$ cat src/rtl/uart_pkg.sv
// Shared UART definitions: frame state encoding, default frame geometry and
// the 3-sample majority vote used by the receive sampler.
package uart_pkg;

    typedef enum logic [2:0] {
        IDLE   = 3'd0,
        START  = 3'd1,
        DATA   = 3'd2,
        PARITY = 3'd3,
        STOP   = 3'd4
    } uart_state_e;

    localparam int DEF_DATA_WIDTH = 8;
    localparam int DEF_OVERSAMPLE = 8;

    function automatic logic maj3(input logic a, input logic b, input logic c);
        return (a & b) | (a & c) | (b & c);
    endfunction

endpackage

$ cat src/rtl/uart_rx_core_if.sv
// Receive-side bus of uart_rx_core: serial line in, received words and strobes out.
// Parity signals exist only when UART_RX_PARITY_EN is defined.
interface uart_rx_core_if #(
    parameter int DATA_WIDTH = uart_pkg::DEF_DATA_WIDTH
);
    logic                  i_rx_in;
    logic [DATA_WIDTH-1:0] o_data;
    logic                  o_data_valid;
    logic                  o_stop_err;
    logic                  o_busy;
`ifdef UART_RX_PARITY_EN
    logic                  i_par_type;
    logic                  o_parity_err;

    modport master (input i_rx_in, input i_par_type,
                    output o_data, output o_data_valid, output o_stop_err,
                    output o_parity_err, output o_busy);
    modport slave  (output i_rx_in, output i_par_type,
                    input o_data, input o_data_valid, input o_stop_err,
                    input o_parity_err, input o_busy);
`else
    modport master (input i_rx_in,
                    output o_data, output o_data_valid, output o_stop_err,
                    output o_busy);
    modport slave  (output i_rx_in,
                    input o_data, input o_data_valid, input o_stop_err,
                    input o_busy);
`endif
endinterface

$ cat src/rtl/uart_rx_sampler.sv
// In-bit oversample counter with wrap, bit tick and the 3-sample majority
// around mid-bit; the vote is valid in the cycle where sample_tick is high.
module uart_rx_sampler
    import uart_pkg::*;
#(
    parameter int OVERSAMPLE = DEF_OVERSAMPLE,
    parameter int CNT_W      = $clog2(OVERSAMPLE)
) (
    input  logic CLK,
    input  logic RST,
    input  logic rx_s,
    input  logic cnt_clr,
    output logic bit_tick,
    output logic sample_tick,
    output logic bit_val
);
    localparam logic [CNT_W-1:0] CNT_LAST = CNT_W'(OVERSAMPLE - 1);
    localparam logic [CNT_W-1:0] SMP_LO   = CNT_W'(OVERSAMPLE / 2 - 1);
    localparam logic [CNT_W-1:0] SMP_MID  = CNT_W'(OVERSAMPLE / 2);
    localparam logic [CNT_W-1:0] SMP_HI   = CNT_W'(OVERSAMPLE / 2 + 1);
    localparam logic [CNT_W-1:0] CNT_ONE  = CNT_W'(1);

    logic [CNT_W-1:0] cnt_r;
    logic             smp_lo_r;
    logic             smp_mid_r;

    // Up-counter that wraps at the bit boundary or restarts on request.
    always_ff @(posedge CLK or negedge RST) begin
        if (!RST) begin
            cnt_r <= {CNT_W{1'b0}};
        end else if (cnt_clr || (cnt_r == CNT_LAST)) begin
            cnt_r <= {CNT_W{1'b0}};
        end else begin
            cnt_r <= cnt_r + CNT_ONE;
        end
    end

    // Capture the two early votes; the third is the live line at SMP_HI.
    always_ff @(posedge CLK or negedge RST) begin
        if (!RST) begin
            smp_lo_r  <= 1'b1;
            smp_mid_r <= 1'b1;
        end else begin
            if (cnt_r == SMP_LO)  smp_lo_r  <= rx_s;
            if (cnt_r == SMP_MID) smp_mid_r <= rx_s;
        end
    end

    assign bit_tick    = (cnt_r == CNT_LAST);
    assign sample_tick = (cnt_r == SMP_HI);
    assign bit_val     = maj3(smp_lo_r, smp_mid_r, rx_s);

endmodule

$ cat src/rtl/uart_rx_core.sv
// Oversampling UART receiver: start / DATA_WIDTH data bits LSB first / stop.
// Define UART_RX_PARITY_EN to add a parity bit with even/odd selection.
module uart_rx_core
    import uart_pkg::*;
#(
    parameter int DATA_WIDTH = DEF_DATA_WIDTH,
    parameter int OVERSAMPLE = DEF_OVERSAMPLE,
    parameter int CNT_W      = $clog2(OVERSAMPLE)
) (
    input  logic           CLK,
    input  logic           RST,
    uart_rx_core_if.master bus
);
    localparam int                IDX_W    = (DATA_WIDTH > 1) ? $clog2(DATA_WIDTH) : 1;
    localparam logic [IDX_W-1:0]  LAST_IDX = IDX_W'(DATA_WIDTH - 1);
    localparam logic [IDX_W-1:0]  IDX_ONE  = IDX_W'(1);

    uart_state_e           state_r, state_nxt_s;
    logic                  sync1_r, rx_s_r;
    logic                  bit_tick_s, sample_tick_s, bit_val_s;
    logic                  cnt_clr_s, shift_en_s, idx_inc_s, idx_clr_s;
    logic                  word_ok_s, stop_bad_s;
    logic [DATA_WIDTH-1:0] shift_r, data_r;
    logic [IDX_W-1:0]      bit_idx_r;
    logic                  data_valid_r, stop_err_r;
`ifdef UART_RX_PARITY_EN
    logic                  par_chk_s, par_pulse_s, par_bad_r, parity_err_r;

    function automatic logic word_parity(input logic [DATA_WIDTH-1:0] word);
        return ^word;
    endfunction
`endif

    // Two-flop synchroniser for the asynchronous line; idles high.
    always_ff @(posedge CLK or negedge RST) begin
        if (!RST) begin
            sync1_r <= 1'b1;
            rx_s_r  <= 1'b1;
        end else begin
            sync1_r <= bus.i_rx_in;
            rx_s_r  <= sync1_r;
        end
    end

    uart_rx_sampler #(
        .OVERSAMPLE (OVERSAMPLE),
        .CNT_W      (CNT_W)
    ) u_sampler (
        .CLK         (CLK),
        .RST         (RST),
        .rx_s        (rx_s_r),
        .cnt_clr     (cnt_clr_s),
        .bit_tick    (bit_tick_s),
        .sample_tick (sample_tick_s),
        .bit_val     (bit_val_s)
    );

    // Frame state register.
    always_ff @(posedge CLK or negedge RST) begin
        if (!RST) state_r <= IDLE;
        else      state_r <= state_nxt_s;
    end

    // Next state and datapath controls; STOP exits at mid-bit to catch back-to-back frames.
    always_comb begin
        state_nxt_s = state_r;
        cnt_clr_s   = 1'b0;
        shift_en_s  = 1'b0;
        idx_inc_s   = 1'b0;
        idx_clr_s   = 1'b0;
        word_ok_s   = 1'b0;
        stop_bad_s  = 1'b0;
`ifdef UART_RX_PARITY_EN
        par_chk_s   = 1'b0;
        par_pulse_s = 1'b0;
`endif
        case (state_r)
            IDLE: begin
                if (rx_s_r == 1'b0) begin
                    state_nxt_s = START;
                    idx_clr_s   = 1'b1;
                end else begin
                    cnt_clr_s   = 1'b1;
                end
            end
            START: begin
                if (sample_tick_s && bit_val_s) begin
                    state_nxt_s = IDLE;
                    cnt_clr_s   = 1'b1;
                end else if (bit_tick_s) begin
                    state_nxt_s = DATA;
                end else begin
                    state_nxt_s = START;
                end
            end
            DATA: begin
                shift_en_s = sample_tick_s;
                if (bit_tick_s) begin
                    if (bit_idx_r == LAST_IDX) begin
`ifdef UART_RX_PARITY_EN
                        state_nxt_s = PARITY;
`else
                        state_nxt_s = STOP;
`endif
                    end else begin
                        idx_inc_s = 1'b1;
                    end
                end else begin
                    idx_inc_s = 1'b0;
                end
            end
`ifdef UART_RX_PARITY_EN
            PARITY: begin
                par_chk_s = sample_tick_s;
                if (bit_tick_s) state_nxt_s = STOP;
                else            state_nxt_s = PARITY;
            end
`endif
            STOP: begin
                if (sample_tick_s) begin
                    state_nxt_s = IDLE;
                    cnt_clr_s   = 1'b1;
                    stop_bad_s  = ~bit_val_s;
`ifdef UART_RX_PARITY_EN
                    word_ok_s   = bit_val_s & ~par_bad_r;
                    par_pulse_s = par_bad_r;
`else
                    word_ok_s   = bit_val_s;
`endif
                end else begin
                    state_nxt_s = STOP;
                end
            end
            default: begin
                state_nxt_s = IDLE;
                cnt_clr_s   = 1'b1;
            end
        endcase
    end

    // Shift register, bit index and registered word/strobe outputs.
    always_ff @(posedge CLK or negedge RST) begin
        if (!RST) begin
            shift_r      <= {DATA_WIDTH{1'b0}};
            bit_idx_r    <= {IDX_W{1'b0}};
            data_r       <= {DATA_WIDTH{1'b0}};
            data_valid_r <= 1'b0;
            stop_err_r   <= 1'b0;
        end else begin
            if (shift_en_s) shift_r[bit_idx_r] <= bit_val_s;
            if (idx_clr_s)      bit_idx_r <= {IDX_W{1'b0}};
            else if (idx_inc_s) bit_idx_r <= bit_idx_r + IDX_ONE;
            if (word_ok_s) data_r <= shift_r;
            data_valid_r <= word_ok_s;
            stop_err_r   <= stop_bad_s;
        end
    end

`ifdef UART_RX_PARITY_EN
    // Parity mismatch latched per frame and reported at the stop decision.
    always_ff @(posedge CLK or negedge RST) begin
        if (!RST) begin
            par_bad_r    <= 1'b0;
            parity_err_r <= 1'b0;
        end else begin
            if (idx_clr_s)      par_bad_r <= 1'b0;
            else if (par_chk_s) par_bad_r <= bit_val_s ^ word_parity(shift_r) ^ bus.i_par_type;
            parity_err_r <= par_pulse_s;
        end
    end

    assign bus.o_parity_err = parity_err_r;
`endif

    assign bus.o_data       = data_r;
    assign bus.o_data_valid = data_valid_r;
    assign bus.o_stop_err   = stop_err_r;
    assign bus.o_busy       = (state_r != IDLE);

endmodule

$ cat src/flat_wrapper.sv
// flat-port wrapper written by rule: the top's interface ports become plain ports
module uart_rx_core_flat import uart_pkg::*;
#(
    parameter int DATA_WIDTH = DEF_DATA_WIDTH,
    parameter int OVERSAMPLE = DEF_OVERSAMPLE,
    parameter int CNT_W      = $clog2(OVERSAMPLE)
)
  (CLK, RST, bus_i_rx_in, bus_o_data, bus_o_data_valid, bus_o_stop_err, bus_o_busy);
  uart_rx_core_if #(.DATA_WIDTH(DATA_WIDTH)) bus_i ();
  input  logic CLK;
  input  logic RST;
  input wire logic [$bits(bus_i.i_rx_in)-1:0] bus_i_rx_in;
  output wire logic [$bits(bus_i.o_data)-1:0] bus_o_data;
  output wire logic [$bits(bus_i.o_data_valid)-1:0] bus_o_data_valid;
  output wire logic [$bits(bus_i.o_stop_err)-1:0] bus_o_stop_err;
  output wire logic [$bits(bus_i.o_busy)-1:0] bus_o_busy;
  assign bus_i.i_rx_in = bus_i_rx_in;
  assign bus_o_data = bus_i.o_data;
  assign bus_o_data_valid = bus_i.o_data_valid;
  assign bus_o_stop_err = bus_i.o_stop_err;
  assign bus_o_busy = bus_i.o_busy;
  uart_rx_core #(.DATA_WIDTH(DATA_WIDTH), .OVERSAMPLE(OVERSAMPLE), .CNT_W(CNT_W)) u_core (.CLK(CLK), .RST(RST), .bus(bus_i));
endmodule
$ cat config.mk
export PLATFORM = sky130hd
export DESIGN_NAME = uart_rx_core_flat
export DESIGN_NICKNAME = d
export VERILOG_FILES = /design/src/rtl/uart_pkg.sv /design/src/rtl/uart_rx_core_if.sv /design/src/rtl/uart_rx_sampler.sv /design/src/rtl/uart_rx_core.sv /design/src/flat_wrapper.sv
export SDC_FILE = /design/constraint.sdc
export NUM_CORES = 1
export LEC_CHECK = 0
export CORE_MARGIN = 2
export CORE_UTILIZATION = 45
export DETAILED_ROUTE_END_ITERATION = 16
export PLACE_DENSITY = 0.64
export SYNTH_ARGS = -nofsm -noshare
export SYNTH_HDL_FRONTEND = slang
export SYNTH_SLANG_ARGS = --single-unit
$ cat constraint.sdc
create_clock -name CLK -period 3.5 [get_ports CLK]
set_input_delay 0.7 -clock CLK [delete_from_list [all_inputs] [get_ports CLK]]
set_output_delay 0.7 -clock CLK [all_outputs]
set_load 0.02 [all_outputs]
Word-level counts from Yosys, hierarchy flattened
Index checks and enable logic that the tools add are counted.

Bits in registers: 31. Input bits: 3. Logic and storage cells: 66.

Add/sub/neg operators: 2. $lt $le $gt $ge: 2. Eq/ne operators: 11. Mux-type cells: 27. Bitwise gates (word level): 6. Reductions and logical operators: 7.

Operator list (number): two-way mux 3 bit (8); == test 3 bit, second input constant (5); two-way mux 1 bit (14); case mux 3 bit (4 select lines) (1); bitwise mux 8 bit (1); adder 3 x 1 -> 3 bit, second input constant (2); == test 3 x 2 -> 1 bit, second input constant (2); < comparator 3 x 4 -> 1 bit, second input constant (1); inequality test 2 x 1 -> 1 bit, second input constant (2); case mux 1 bit (4 select lines) (1); bitwise AND 1 bit (3); demux 1 bit (select 3 bit) (1); == test 3 x 1 -> 1 bit, second input constant (1); greater-or-equal comparator 3 x 1 -> 1 bit, second input constant (1); logical NOT 3 bit (1); AND reduction 3 bit (1); nonzero test 3 bit (1); logical AND 1 bit (2); two-way mux 2 bit (1); inequality test 2 bit, second input constant (1); bitwise OR 1 bit (2); nonzero test 2 bit (1); logical OR 1 bit (1); inverter 1 bit (1).

Depth between registers and ports, before layout
Gate-level depths: netlist of the first run.

Depth in word-level cells: 8. Depth in mapped cells: 6. Mapped depth without buffers: 6.

By module
A second synthesis of the first run with hierarchy kept.

Cells, all modules: 122. Area total of the unflattened synthesis: 1529.0 um^2.

Modules (own cells, without submodules): uart_rx_core (times used 1, cells each 101, area an instance 1262.5 um^2, seq. area each 653.1 um^2); uart_rx_sampler (times used 1, cells each 21, area an instance 266.5 um^2, seq. area each 127.6 um^2).

Least setup slack after synthesis of the first run
Ideal clock, no wire load.

Kind: register to output. From: register u_core.state_r[0]. To: output bus_o_busy. Data arrival time: 0.853 ns. Required time: 2.800 ns. Slack: 1.947 ns. Stages on the path, launching flop included: 4. Path buffers: 1. Cells stage by stage: dfrtp_1 > buf_2 > nor2_1 > nand2_1.

Longest elaborated chain between the ends: 1.

Ends and longest elaborated chain: start, declared (line uart_rx_core.sv:18) `uart_state_e state_r, state_nxt_s;`; start signal, assigned (line uart_rx_core.sv:61) `else state_r <= state_nxt_s;`; nonzero test 3 bit (line uart_rx_core.sv:178) `assign bus.o_busy = (state_r != IDLE);`; end, declared (line flat_wrapper.sv:16) `output wire logic [$bits(bus_i.o_busy)-1:0] bus_o_busy;`.

Every way passes these cells.

Final worst setup path of the first run
Ends and elaborated chain as after synthesis.

==> results of run 1 <==
state kept, by name, summed over array words and instances, names as in the netlist, 3 cells and up:
signal,cells
u_core.bit_idx_r,3
u_core.state_r,3
u_core.bus.o_data,8
u_core.shift_r,8
u_core.u_sampler.cnt_r,3
per-layer routing:
metal	GRT usage [%]	part of all wire (%)
met2	23.20	48
met5	0	0
met1	19.73	46
met4	7.453	1.2
met3	7.036	5.2
cell families (layout without fill, tap and decap cells):
kind of cell	Yosys count	after routing	synth area share, %
muxes	20	20	15.24
and+or+nand+nor	40	40	16.95
buffers and inverters	10	27	3.596
xor gates and xnor gates	1	1	0.5994
DFF	31	31	53.42
adders and majority gates	8	8	6.763
AOI/OAI and AO/OA	6	6	3.425
through the flow:
stage	power (mW)	cell area, um2	std cells	util, %	worst slack [ns]
floorplan	0.6017	1461	116	-	1.947
global placement	0.6485	1620	169	52.64	1.509
detailed placement	0.6605	1620	169	52.64	1.453
finish	0.8654	1680	177	54.59	1.088
CTS	0.8775	1680	177	54.59	1.082
global route	0.9262	1680	177	54.59	0.9918
worst max-delay path by stage:
stage                                  start         end  slack [ns]  cells past startpoint
2_1_floorplan  u_core.state_r[0]$_DFFE_PN0P_  bus_o_busy        1.95                      3
3_3_place_gp   u_core.state_r[0]$_DFFE_PN0P_  bus_o_busy        1.51                      3
3_5_place_dp   u_core.state_r[0]$_DFFE_PN0P_  bus_o_busy        1.45                      3
4_1_cts        u_core.state_r[0]$_DFFE_PN0P_  bus_o_busy        1.08                      3
5_1_grt        u_core.state_r[0]$_DFFE_PN0P_  bus_o_busy        0.99                      3
6_report       u_core.state_r[0]$_DFFE_PN0P_  bus_o_busy        1.09                      3
Yosys cell counts:
library cell | count | area (um2)
nand3_1 | 1 | 5.000
buf_4 | 1 | 7.510
ha_1 | 7 | 87.58
a41o_1 | 1 | 10.01
nor3_2 | 2 | 20.02
nand3b_1 | 1 | 7.510
nand2_1 | 8 | 30.03
nand4_1 | 2 | 12.51
a32o_1 | 1 | 10.01
buf_6 | 1 | 11.26
mux2_1 | 1 | 11.26
nor4bb_1 | 1 | 10.01
buf_2 | 3 | 15.01
nor2_1 | 5 | 18.77
nor4_1 | 3 | 18.77
mux2_2 | 17 | 191.4
nor4b_1 | 1 | 8.760
inv_1 | 5 | 18.77
maj3_2 | 1 | 11.26
xor2_1 | 1 | 8.760
nor2b_1 | 2 | 12.51
a31o_2 | 1 | 8.760
and2_1 | 1 | 6.260
a21boi_0 | 1 | 7.510
nand4b_1 | 1 | 8.760
dfstp_2 | 4 | 105.1
nor3b_1 | 1 | 7.510
nor2_2 | 1 | 6.260
a211oi_1 | 1 | 7.510
o22ai_1 | 1 | 6.260
dfrtp_1 | 27 | 675.7
nor3b_2 | 1 | 12.51
nand4bb_1 | 1 | 11.26
nor3_1 | 4 | 20.02
nand2b_1 | 2 | 12.51
nand2_2 | 1 | 6.260
and4bb_1 | 1 | 12.51
mux2i_1 | 2 | 20.02
power breakdown:
| part | internal, mW | total [mW] | switching [mW] | leakage, nW |
|---|---|---|---|---|
| logic | 0.0917 | 0.205 | 0.113 | 0.337 |
| registers | 0.404 | 0.447 | 0.0431 | 0.412 |
| clock network | 0.0972 | 0.213 | 0.116 | 0.0353 |
| total | 0.593 | 0.865 | 0.272 | 0.784 |
critical path, delay by kind of cell, from the launching register on:
kind          cells  cell delay (ns)
buf+inv           1             0.60
flops             1             0.56
simple gates      2             0.24
final cells by class:
| type | instances | share of cell area [%] |
|---|---|---|
| Sequential cell | 31 | 46.46 |
| Multi-Input combinational cell | 75 | 37.38 |
| Clock buffer | 7 | 3.276 |
| Timing Repair Buffer | 14 | 8.191 |
| Clock inverter | 1 | 0.2978 |
| Inverter | 5 | 1.117 |
| Tap cell | 44 | 3.276 |
==> out/results.ini, run 1 <==
[routing]
final_antenna_net_count=0
drtIter0Drc=35
vias=931
drc_errors=0
dr.pass1.iters=4
wirelength_um=2381
vias_per_cell=5.260
wl_per_cell_um=13.45

[layout]
layout-drive-gt1-share_pct=27.07
seqCellArea_um2=780.7
multi_input_area_um2=628.1
layout_commonest_cell=dfrtp_1
nFillCells=286
diodes=0
final_nets=142
syn_to_final_growth_pct=14.98
final_cell_mix=dfrtp_1 (27), mux2_2 (17), clkdlybuf4s50_1 (13)

[timing]
hold_viol_final=0
rsz0062_at_grt=no
fin_tns_setup_ns=0
holdWs_ns=0.3625
drv_slew=0
setup_viol=0
worstMarginPinSlew_ns=0.6862
period_minus_slack_ns=2.412
max-slew-margin-rel_pct=53.83
fin_worst_skew_ns=0.01111
fmax_ghz=0.4146
timing.final.crit_share_pct=68.92

[hold_path]
min_path_cells=0
hold_class=flip-flop to flip-flop
holdPathEnd=u_core.rx_s_r$_DFF_PN1_
min_from=u_core.sync1_r$_DFF_PN1_

[global_route]
first_global_vias=863
grt_first_pass_wirelength_um=4050
grt.total_usage_pct=15.72
overflow=0
grt_max_degree=32
antenna_found_initial=0

[floorplanning]
dieHeight_um=60.99
initial_core_util_pct=47.48
fp-row-count=20
core_um2=3078
chipWidth_um=60.99
io_pins=14
dieArea_um2=3719

[cts]
clk_pin_slew_worst_paths_ns=0.09
cts_resized=0
clk_latency_ns=0.33
cts_buffer_depth=2
cts_hold_buf=0
cts_max_level=2
cts_tree=done
cts_num_sinks=31
cts-root-buf=clkbuf_4
cts_made_buffers=5
cts_setup_buffers=0

[yosys]
netlist_area_um2=1461
synth_nets=126
yosysSeqAreaShare_pct=53.42
syn_inst=116
avgSynthCellArea_um2=12.60
ys_seq_elements=31
yosysWarnings=0
ys_types=38

[placed_design]
dp_hpwl_um=1698
io_buffers=13
place_congestion=0.7478

[power]
irDropWorstVdd_v=0.0003060
power_density_nw_per_um2=515.0
p_leak_nw=0.7844

[job]
cap_violations=0

[setup_path]
crit-reg2reg-launch=u_core.bit_idx_r[1]$_DFFE_PN0P_
required_ns=2.80
path_cells=nor2_1, nand2_1, clkdlybuf4s50_1
critPathArrivalTime_ns=1.71
start_kind=flip-flop
slowest_stage=clkdlybuf4s50_1
criticalPathCategory=flip-flop to output pin
crit_fanout=12
timing.rr.end=u_core.bit_idx_r[1]$_DFFE_PN0P_
max_stage_delay_ns=0.60
r2r_cells=5
r2r_setup_slack_ns=1.83
end_kind=output pin

[run_status]
status=complete, no violations

No activity file was read; power rests on OpenSTA's default activity.
==> run 2, diff against run 1 <==
PLACE_DENSITY = 0.67   (was 0.64)
clock period = 2.1 ns   (was 3.5 ns; I/O delays follow)
==> out/results.ini, run 2 (synthesis gave the netlist of run 1 again) <==
[run_status]
status=complete, no violations

[global_route]
first_global_vias=862
overflow=0
grt_first_pass_wirelength_um=4105
grt_max_degree=32
grt.total_usage_pct=15.73
antenna_found_initial=0

[timing]
fmax_ghz=0.5812
rsz0062_at_grt=no
timing.final.crit_share_pct=81.93
worstMarginPinSlew_ns=0.6975
fin_tns_setup_ns=0
setup_viol=0
period_minus_slack_ns=1.720
fin_worst_skew_ns=0.002431
hold_viol_final=0
drv_slew=0
max-slew-margin-rel_pct=53.07

[setup_path]
path_cells=clkdlybuf4s50_1
criticalPathCategory=flip-flop to output pin
max_stage_delay_ns=0.61
crit_fanout=2
required_ns=1.68
slowest_stage=clkdlybuf4s50_1
path_delay_family=buffers and inverters
critPathArrivalTime_ns=1.30
path_buf_inv=1
start_kind=flip-flop
end_kind=output pin

[routing]
wirelength_um=2367
wl_per_cell_um=13.30
drc_errors=0
drtIter0Drc=29
vias=943
vias_per_cell=5.298
final_antenna_net_count=0
dr.pass1.iters=4

[layout]
final_nets=143
layout-drive-gt1-share_pct=31.34
final_cell_mix=dfrtp_1 (24), mux2_2 (17), clkdlybuf4s50_1 (12)
syn_to_final_growth_pct=17.89
final_cell_area_um2=1723
diodes=0
nFillCells=273
layout_commonest_cell=dfrtp_1

[placed_design]
dpl_cell_area_um2=1628
dp_hpwl_um=1752
place_congestion=0.7636
io_buffers=13

[cts]
cts_tree=done
cts_made_buffers=5
cts_buffer_depth=2
cts_setup_buffers=0
cts_max_level=2
clk_latency_ns=0.33
clk_pin_slew_worst_paths_ns=0.09
cts-root-buf=clkbuf_4
cts_resized=2
cts_num_sinks=31
cts_hold_buf=0

[power]
power_density_nw_per_um2=908.3
p_leak_nw=0.8040
irDropWorstVdd_v=0.0008380

[floorplanning]
core_um2=3078
dieArea_um2=3719
chipWidth_um=60.99
io_pins=14
initial_core_util_pct=47.48
fp-row-count=20
dieHeight_um=60.99

[hold_path]
hold_class=flip-flop to flip-flop

[job]
cap_violations=0

## run 2: final cells by class
cell class	instances	area (um2)	share of cell area (%)
inverter	5	18.77	1.089
clock inverter	2	35.03	2.033
tap	44	55.05	3.195
multi-input combinational	75	630.6	36.60
timing repair buffer	15	147.6	8.569
clock buffer	6	51.30	2.977
sequential	31	784.5	45.53
## run 2: metal layers
layer  up-vias  GRT usage, %  share of wire, %
li1        453             -                 -
met4         0         5.590               1.3
met2        18         25.19                50
met3         3         7.036               5.2
met1       469         18.83                44
met5         -             0                 0
## run 2: where the power goes
part	internal, mW	total, mW	switching [mW]	leakage (nW)
Sequential	0.677	0.751	0.0740	0.408
Clock	0.281	0.483	0.202	0.0482
Combinational	0.153	0.331	0.178	0.348
## run 2: final timing paths
path / slack (ns) / start / cells after the start / to
worst max-delay path: 0.38 / u_core.bus.o_data[4]$_DFFE_PN0P_ / 1 / bus_o_data[4]
worst min-delay path: 0.37 / u_core.sync1_r$_DFF_PN1_ / 0 / u_core.rx_s_r$_DFF_PN1_
worst max register to register: 0.46 / u_core.u_sampler.cnt_r[1]$_DFF_PN0_ / 6 / u_core.u_sampler.cnt_r[1]$_DFF_PN0_
worst min register to register: 0.37 / u_core.sync1_r$_DFF_PN1_ / 0 / u_core.rx_s_r$_DFF_PN1_
max in group asynchronous: 1.32 / RST / 2 / u_core.sync1_r$_DFF_PN1_
min in group asynchronous: 0.46 / RST / 2 / u_core.u_sampler.cnt_r[2]$_DFF_PN0_
## run 2: per-stage QoR
step                setup WS [ns]  utilization, %  instances  power [mW]  hold WS (ns)
floorplan                  0.6257               -        116       1.003        0.1244
global placement           0.3879           52.89        170       1.079        0.3460
detailed placement         0.3167           52.89        170       1.097        0.3528
CTS                       0.02192           55.81        178       1.589        0.3696
global route               0.3044           55.98        178       1.668        0.3764
finish                     0.3795           55.98        178       1.565        0.3709
==> variant (settings of run 2) <==
Set the package constant `DEF_OVERSAMPLE` to 16 (it was 8).
--- a/src/rtl/uart_pkg.sv
+++ b/src/rtl/uart_pkg.sv
@@ -13,3 +13,3 @@
     localparam int DEF_DATA_WIDTH = 8;
-    localparam int DEF_OVERSAMPLE = 8;
+    localparam int DEF_OVERSAMPLE = 16;
 
Function: changed (Yosys sat finds a counterexample within 10 cycles, from zero or initial values and one cycle with RST low).
==> variant against run 2 <==
- worst setup slack worse by 0.25 ns
- sequential cell count is 1 higher
- combinational power is 23% higher
- power is 7.2% higher
- die area is 5.4% higher
- critical path depth is 1 higher
- design area is 4.6% higher
- highest routed layer unchanged
- critical endpoint is now bus_o_busy
- hold slack worse by 0.010 ns
- register-to-register slack worse by 0.29 ns
- non-clock buffer count is 2 higher
- fmax is 13% lower
- synthesized area is 5.8% higher
- routed wire length is 16% higher
- largest power group unchanged
==> variant: results (changes against run 2) <==
LOGIC SYNTHESIS
-----------------------------------------------------------------------------------------------------------------
Arithmetic-cell share of the synthesized area counting full adders, half adders and majority gates         0.0477   was 0.0676
Nets in the synthesized netlist                                                                               139   was 126
XOR/XNOR Fraction of Synth Area                                                                            0.0113   was 0.00599
Synthesized area per cell                                                                               11.8 um^2   was 12.6 um^2
Post-synthesis sequential area ratio                                                                        0.521   was 0.534
Synth unique cells                                                                                             37   was 38
Area fraction in compound gates after synthesis                                                            0.0680   was 0.0342
Mux share of post-synthesis cell area                                                                       0.117   was 0.152

PWR
-----------------------------------------------------------------------------------------------------------------
Net Sw Frac                                                                                                 0.332   was 0.290

PLACED DESIGN
-----------------------------------------------------------------------------------------------------------------
Global placement routability congestion                                                                     0.783   was 0.764
Post-detail-place hpwl                                                                                    1950 um   was 1750 um
Post-placement cell area                                                                             0.00172 mm^2   was 0.00163 mm^2

ROUTING
-----------------------------------------------------------------------------------------------------------------
Met3 routed wirelength                                                                                     116 um   was 122 um
Sum of met2 wire segment lengths after detailed routing                                                   1340 um   was 1180 um

WORST SETUP PATH
-----------------------------------------------------------------------------------------------------------------
Kind of cell adding the most delay to the critical path                                                flip-flops   was buffers and inverters
Crit path largest cell delay                                                                              0.44 ns   was 0.61 ns
Peak fanout along the critical path                                                                             5   was 2
Library cell contributing the largest single delay on the critical path                              sky130_fd_sc_hd__dfrtp_1   was sky130_fd_sc_hd__clkdlybuf4s50_1
Reg-to-Reg End                                                                                       u_core.bit_idx_r[0]$_DFFE_PN0P_   was u_core.u_sampler.cnt_r[1]$_DFF_PN0_
Number of cell instances on the worst register-to-register path                                                 5   was 6
Data arrival, critical path                                                                               1.55 ns   was 1.30 ns
Slack of the worst reg-to-reg path                                                                        0.17 ns   was 0.46 ns

GLOBAL ROUTING
-----------------------------------------------------------------------------------------------------------------
Pin count of the biggest net entering global routing                                                           33   was 32
Global-route wire length before repair                                                                    4800 um   was 4110 um
Global-route total usage across every layer                                                                 0.158   was 0.157
Met1 layer usage reported by global route                                                                   0.197   was 0.188
Met2 usage                                                                                                  0.251   was 0.252
Met3 GRT Util                                                                                              0.0541   was 0.0704

STA
-----------------------------------------------------------------------------------------------------------------
Hold slack                                                                                               0.361 ns   was 0.371 ns
Actual slew at the worst max-slew pin                                                                    0.680 ns   was 0.697 ns
Max Clock Skew                                                                                          0.0106 ns   was 0.00243 ns

FINISH
-----------------------------------------------------------------------------------------------------------------
Layout cells sized above 1                                                                                  0.209   was 0.313
Final #Nets                                                                                                   155   was 143
Filler cell count                                                                                             284   was 273

RUN STATUS
-----------------------------------------------------------------------------------------------------------------
Status                                                                                               finished clean   unchanged

-- variant: worst max-delay path by stage --
| stage | startpoint | end | slack [ns] | cells past startpoint |
|---|---|---|---|---|
| CTS | u_core.state_r[2]$_DFFE_PN0P_ | bus_o_busy | 0.11 | 2 |
| finish | u_core.state_r[2]$_DFFE_PN0P_ | bus_o_busy | 0.13 | 2 |
| global route | u_core.state_r[2]$_DFFE_PN0P_ | bus_o_busy | 0.07 | 2 |
| detailed placement | u_core.bit_idx_r[1]$_DFFE_PN0P_ | u_core.bit_idx_r[0]$_DFFE_PN0P_ | 0.20 | 5 |
| global placement | u_core.bit_idx_r[1]$_DFFE_PN0P_ | u_core.bit_idx_r[0]$_DFFE_PN0P_ | 0.25 | 5 |
| floorplan | u_core.bit_idx_r[1]$_DFFE_PN0P_ | u_core.bit_idx_r[0]$_DFFE_PN0P_ | 0.30 | 5 |
-- variant: layout make-up --
| cell class | instances | area, um^2 | area share |
|---|---|---|---|
| Clock inverter | 3 | 42.5 | 0.0236 |
| Tap cell | 46 | 57.6 | 0.0319 |
| Clock buffer | 5 | 37.5 | 0.0208 |
| Sequential cell | 32 | 806 | 0.447 |
| Timing Repair Buffer | 17 | 159 | 0.0881 |
| Inverter | 5 | 18.8 | 0.0104 |
| Multi-Input combinational cell | 86 | 682 | 0.378 |
-- variant: power by group through the flow --
stage,Combinational [uW],Sequential (uW),Clock (uW)
after floorplan,367,763,0
after global placement,407,811,0
after detailed placement,416,815,0
after CTS,411,803,481
after global routing,467,821,519
final,407,806,464
-- variant: repair_timing --
action,CTS,global route
hold buffers,0,0
gates resized for setup,1,0
setup endpoints to repair,1,0
buffers inserted,0,0
